===== src/rtl/branch_issue_queue.sv =====
// branch_issue_queue: in-order branch issue buffer that captures operands from writeback and issues the oldest ready entry.
// Defining BIQ_ENQ_BYPASS_EN lets a fully ready instruction skip an empty queue and issue in its enqueue cycle.
`ifndef SCOREBOARD_SIZE_WIDTH
`define SCOREBOARD_SIZE_WIDTH 4
`endif
module branch_issue_queue #(
    parameter int DEPTH = 4,
    parameter int PTR_W = $clog2(DEPTH)
) (
    input  logic                            clk,
    input  logic                            rst_n,
    input  logic                            flush_i,
    input  logic                            enq_valid_i,
    output logic                            enq_ready_o,
    input  logic [63:0]                     enq_pc_i,
    input  logic [31:0]                     enq_inst_i,
    input  logic [`SCOREBOARD_SIZE_WIDTH:0] enq_sid_i,
    input  logic [3:0]                      enq_func_code_i,
    input  logic                            enq_rs1_ready_i,
    input  logic                            enq_rs2_ready_i,
    input  logic [63:0]                     enq_rs1_value_i,
    input  logic [63:0]                     enq_rs2_value_i,
    input  logic [`SCOREBOARD_SIZE_WIDTH:0] enq_rs1_tag_i,
    input  logic [`SCOREBOARD_SIZE_WIDTH:0] enq_rs2_tag_i,
    input  logic                            wb_valid_i,
    input  logic [`SCOREBOARD_SIZE_WIDTH:0] wb_sid_i,
    input  logic [63:0]                     wb_value_i,
    output logic                            branch_valid_o,
    output logic [63:0]                     branch_pc_o,
    output logic [31:0]                     branch_inst_o,
    output logic [`SCOREBOARD_SIZE_WIDTH:0] branch_sid_o,
    output logic [63:0]                     rs1_value_o,
    output logic [63:0]                     rs2_value_o,
    output logic [3:0]                      func_code_o
);
    localparam int SW = `SCOREBOARD_SIZE_WIDTH + 1;
    localparam logic [PTR_W:0] FULL = DEPTH[PTR_W:0];
    logic [DEPTH-1:0] v, r1, r2;
    logic [63:0]      pc_q [DEPTH];
    logic [63:0]      v1_q [DEPTH];
    logic [63:0]      v2_q [DEPTH];
    logic [31:0]      inst_q [DEPTH];
    logic [SW-1:0]    sid_q [DEPTH];
    logic [SW-1:0]    t1_q [DEPTH];
    logic [SW-1:0]    t2_q [DEPTH];
    logic [3:0]       fc_q [DEPTH];
    logic [PTR_W-1:0] wr_ptr, rd_ptr;
    logic [PTR_W:0]   count;
    logic             e_r1, e_r2, head_rdy, byp, wr_en;
    logic [63:0]      e_v1, e_v2;
    // An operand whose producer broadcasts in the enqueue cycle is captured as ready
    always_comb begin
        e_r1 = enq_rs1_ready_i | (wb_valid_i & (enq_rs1_tag_i == wb_sid_i));
        e_r2 = enq_rs2_ready_i | (wb_valid_i & (enq_rs2_tag_i == wb_sid_i));
        e_v1 = enq_rs1_ready_i ? enq_rs1_value_i : wb_value_i;
        e_v2 = enq_rs2_ready_i ? enq_rs2_value_i : wb_value_i;
        enq_ready_o = count != FULL;
        head_rdy = v[rd_ptr] & r1[rd_ptr] & r2[rd_ptr] & !flush_i;
`ifdef BIQ_ENQ_BYPASS_EN
        byp = (count == '0) & enq_valid_i & e_r1 & e_r2 & !flush_i;
`else
        byp = 1'b0;
`endif
        wr_en = enq_valid_i & enq_ready_o & !flush_i & !byp;
        branch_valid_o = head_rdy | byp;
        branch_pc_o = byp ? enq_pc_i : pc_q[rd_ptr];
        branch_inst_o = byp ? enq_inst_i : inst_q[rd_ptr];
        branch_sid_o = byp ? enq_sid_i : sid_q[rd_ptr];
        rs1_value_o = byp ? e_v1 : v1_q[rd_ptr];
        rs2_value_o = byp ? e_v2 : v2_q[rd_ptr];
        func_code_o = byp ? enq_func_code_i : fc_q[rd_ptr];
    end
    always_ff @(posedge clk or negedge rst_n) begin
        if (!rst_n) begin
            v <= '0;
            r1 <= '0;
            r2 <= '0;
            wr_ptr <= '0;
            rd_ptr <= '0;
            count <= '0;
            for (int i = 0; i < DEPTH; i++) begin
                pc_q[i] <= '0;
                v1_q[i] <= '0;
                v2_q[i] <= '0;
                inst_q[i] <= '0;
                sid_q[i] <= '0;
                t1_q[i] <= '0;
                t2_q[i] <= '0;
                fc_q[i] <= '0;
            end
        end else if (flush_i) begin
            v <= '0;
            wr_ptr <= '0;
            rd_ptr <= '0;
            count <= '0;
        end else begin
            for (int i = 0; i < DEPTH; i++) begin
                if (wb_valid_i && v[i] && !r1[i] && t1_q[i] == wb_sid_i) begin
                    r1[i] <= 1'b1;
                    v1_q[i] <= wb_value_i;
                end
                if (wb_valid_i && v[i] && !r2[i] && t2_q[i] == wb_sid_i) begin
                    r2[i] <= 1'b1;
                    v2_q[i] <= wb_value_i;
                end
            end
            if (head_rdy) begin
                v[rd_ptr] <= 1'b0;
                rd_ptr <= rd_ptr + PTR_W'(1);
            end
            if (wr_en) begin
                v[wr_ptr] <= 1'b1;
                pc_q[wr_ptr] <= enq_pc_i;
                inst_q[wr_ptr] <= enq_inst_i;
                sid_q[wr_ptr] <= enq_sid_i;
                fc_q[wr_ptr] <= enq_func_code_i;
                r1[wr_ptr] <= e_r1;
                r2[wr_ptr] <= e_r2;
                v1_q[wr_ptr] <= e_v1;
                v2_q[wr_ptr] <= e_v2;
                t1_q[wr_ptr] <= enq_rs1_tag_i;
                t2_q[wr_ptr] <= enq_rs2_tag_i;
                wr_ptr <= wr_ptr + PTR_W'(1);
            end
            count <= (wr_en && !head_rdy) ? count + (PTR_W+1)'(1) :
                     (!wr_en && head_rdy) ? count - (PTR_W+1)'(1) : count;
        end
    end
endmodule


===== config.mk =====
export PLATFORM = sky130hd
export DESIGN_NAME = branch_issue_queue
export DESIGN_NICKNAME = d
export VERILOG_FILES = /design/src/rtl/branch_issue_queue.sv
export SDC_FILE = /design/constraint.sdc
export NUM_CORES = 2
export LEC_CHECK = 0
export CAP_MARGIN = 30
export CORE_ASPECT_RATIO = 2
export CORE_MARGIN = 3
export CORE_UTILIZATION = 35
export DETAILED_ROUTE_END_ITERATION = 16
export DONT_BUFFER_PORTS = 1
export PLACE_DENSITY = 0.46
export SKIP_LAST_GASP = 1
export SYNTH_ARGS = -nofsm -noshare
export SYNTH_HDL_FRONTEND = slang
export SYNTH_SLANG_ARGS = --single-unit

===== constraint.sdc =====
create_clock -name clk -period 2.9 [get_ports clk]
set_input_delay 0.435 -clock clk [delete_from_list [all_inputs] [get_ports clk]]
set_output_delay 0.435 -clock clk [all_outputs]
set_load 0.01 [all_outputs]

==> results.tsv <==
metric	value	unit
Finished Layout Cells	6906	
count leader, synth	nand2_1	
Layout Utilization	40.8	%
Pint	35.9	mW
GRT met2 Usage	44.9	%
max cap viols	0	
Mapped Cells	4951	
RSZ-0062 raised after global routing	true	
Clock Skew	23.2	ps
maximum vdd ir drop	0.622	mV
fillcell total	13689	
startpoint types	flip-flop	
CTS tree	yes	
first-pass GRT wire length	293000	µm
Post-Route WL	200000	µm
count of cell types in the netlist	54	
Net Count, Synth	5279	
IO Port Bufs	0	
Worst Path Required	2470	ps
Post-synth EDFFs	0	
Final setup viols	0	
routed len/inst	29.0	µm
Initial Utilization	35.2	%
number of I/O pins	554	
Crit path arrival time	2390	ps
Clk Latency, worst-skew pair	710	ps
critical path endpoint category	output pin	
Avg Inst Size Synth	10.1	µm²
DR iter-0 viols	3880	
power share of the combinational group	32.1	%
failing checks	hold timing	
Reg2Reg Launch Point	count[0]$_DFFE_PN0P_	
# placed instances	6500	
initial antenna violation count	27	
NetSw	18.6	mW
Fin Setup TNS	0	ps
pin count of the biggest net entering global routing	992	
R2R depth	8	
Slew @ Worst Pin	975	ps
via count	39532	
Critical Setup Path Class	reg2out	
vias in the first global route	41228	
Reg power frac	42.2	%
GRT Max-Usage Layer	met2	
Crit Path Max Fanout	36	
worst setup path start	rd_ptr[0]$_DFFE_PN0P_	
setup slack, reg-to-reg	310	ps
R2R Path End	v2_q[226]$_DFFE_PN0N_	
pwr/cell area	947	nW/µm²
clock power share	25.7	%
Syn. warnings	0	
Clk pin slew, worst setup/hold paths	70	ps
average vias per placed instance	5.72	
Final period util	97.4	%
Syn-to-layout area delta	15.7	%
clock buffer count from CTS	100	
dpl cell area	51800	µm²
switching part of the total	34.2	%
Final ANT Viol Nets	0	
ys async rst share	100	%
layout cell share with drive strength beyond 1	14.6	%
Core ar.	141000	µm²
Worst Hold Class	in2async	
DIE WIDTH	273	µm
fmax	354	MHz
clk sinks	991	
Yosys top cell by area	dfrtp_1	
met1 usage	32.9	%
Final Hold Vio Count	82	
largest buffer count on any clock path	3	
DR pass1 iterations	10	
Total GRT Usage	26.7	%
Final nets	5263	
Design Area, Final	57600	µm²
Remaining DRCs	0	
HPWL Detailed	113000	µm
gpl congestion	0.789	
commonest register cell after synthesis	dfrtp_1	
Worst Setup EP	rs2_value_o[47]	
register area share after synthesis	49.8	%
Die Footprint	147000	µm²
Rows	195	
Die Y	539	µm
commonest cells in the netlist	nand2_1 (1,596), dfrtp_1 (991), nor2_1 (314), clkbuf_1 (248), mux4_2 (233)	
status	finished with violations	
top cells by area, synth	dfrtp_1 (50%), nand2_1 (12%), mux4_2 (11%)	
crit path time final	2820	ps
root buffer cell	clkbuf_16	
post-synthesis register bit count	991	
GR Layer Usage met3	7.27	%
Hold WS	-102	ps
max_slew headroom	35.0	%
P_leak	25.8	nW
grt ovf	0	
top cell type's share of synthesized area	49.8	%
htree depth	3	
Slew Viols, Final	0	
Mapped Area	49800	µm²
==> registers in the layout (all words and copies together) (netlist names) <==
name	cells
v2_q	256
rd_ptr	2
t2_q	20
r2	4
fc_q	16
count	3
inst_q	128
t1_q	20
r1	4
v1_q	256
wr_ptr	2
v	4
pc_q	256
sid_q	20
==> worst max-delay path: stages (launching register included) <==
cell	delay [ps]
dfrtp_4	510
buf_4	190
buf_16	260
mux4_2	640
==> through the flow <==
step | power [mW] | worst slack (ps)
2_1_floorplan | 34.8 | 669
3_3_place_gp | 39.6 | 323
3_5_place_dp | 40.0 | 304
4_1_cts | 54.8 | -7.17
5_1_grt | 57.8 | -33.7
6_report | 54.5 | 75.2
==> power by group through the flow <==
stage	Combinational, mW	Sequential [mW]	Clock, mW
after CTS	17.4	23.0	14.4
after floorplan	12.8	22.0	0
after global placement	16.5	23.1	0
final	17.5	23.0	14.0
after global routing	19.2	23.7	14.9
after detailed placement	16.8	23.2	0
==> cell type report <==
type / instances / area [µm²] / area share [%]
Sequential cell: 991 / 24800 / 43.1
Multi-Input combinational cell: 3342 / 22600 / 39.2
Timing Repair Buffer: 286 / 3590 / 6.24
Clock buffer: 144 / 2930 / 5.09
Tap cell: 1871 / 2340 / 4.06
Inverter: 214 / 811 / 1.41
Clock inverter: 42 / 512 / 0.888
Antenna cell: 16 / 40.0 / 0.0695
==> repair_timing <==
item                       4_1_cts  5_1_grt
gates resized for setup          8        3
cloned                           2        1
setup endpoints to repair      114       87
hold buffers                   183        4
setup buffers                    8        1
pin swaps                        1        0
hold endpoints to repair      1585      226
==> worst min-delay path by stage <==
stage               startpoint  depth (start not counted)                    end
detailed placement       rst_n                          0   v2_q[89]$_DFFE_PN0N_
floorplan                rst_n                          0   count[0]$_DFFE_PN0P_
CTS                      rst_n                          0   v2_q[89]$_DFFE_PN0N_
global placement         rst_n                          0   v2_q[89]$_DFFE_PN0N_
global route             rst_n                          2   v1_q[84]$_DFFE_PN0N_
finish                   rst_n                          2  v1_q[140]$_DFFE_PN0N_
==> layout by cell type (no fill, tap or decap), types with 18 or more instances in the layout <==
cell and n:
inv_1 212, o2bb2ai_1 115, or2_2 64, nand2_1 1590, dfrtp_1 989, dlygate4sd3_1 184, xnor2_1 38, clkbuf_1 22
buf_12 53, a222oi_1 200, o21ai_0 103, buf_4 31, mux2i_1 120, and2_1 122, o21ai_1 18, clkbuf_16 105
nor2_1 313, a21oi_1 120, o221a_1 60, clkbuf_8 18, mux4_2 233, clkinv_2 23, o221a_2 132
==> cell families after synthesis <==
| group | after synthesis | share of synthesized area (%) |
|---|---|---|
| multiplexers | 353 | 13.0 |
| flip-flops | 991 | 49.8 |
| buffers and inverters | 618 | 5.15 |
| AND/OR/NAND/NOR | 2145 | 17.5 |
| adder cells (fa/ha/maj) | 9 | 0.241 |
| AO/OA/AOI/OAI | 782 | 13.4 |
| XOR/XNOR | 53 | 0.933 |
==> routing by layer <==
metal | routed length (µm) | vias up | part of all wire [%]
met3 | 16000 | 285 | 8.0
met1 | 78200 | 20502 | 39
met2 | 99300 | 1486 | 50
met5 | 121 | - | 0.060
li1 | - | 17239 | -
met4 | 6590 | 20 | 3.3
Power figures use the tool's default switching activity.
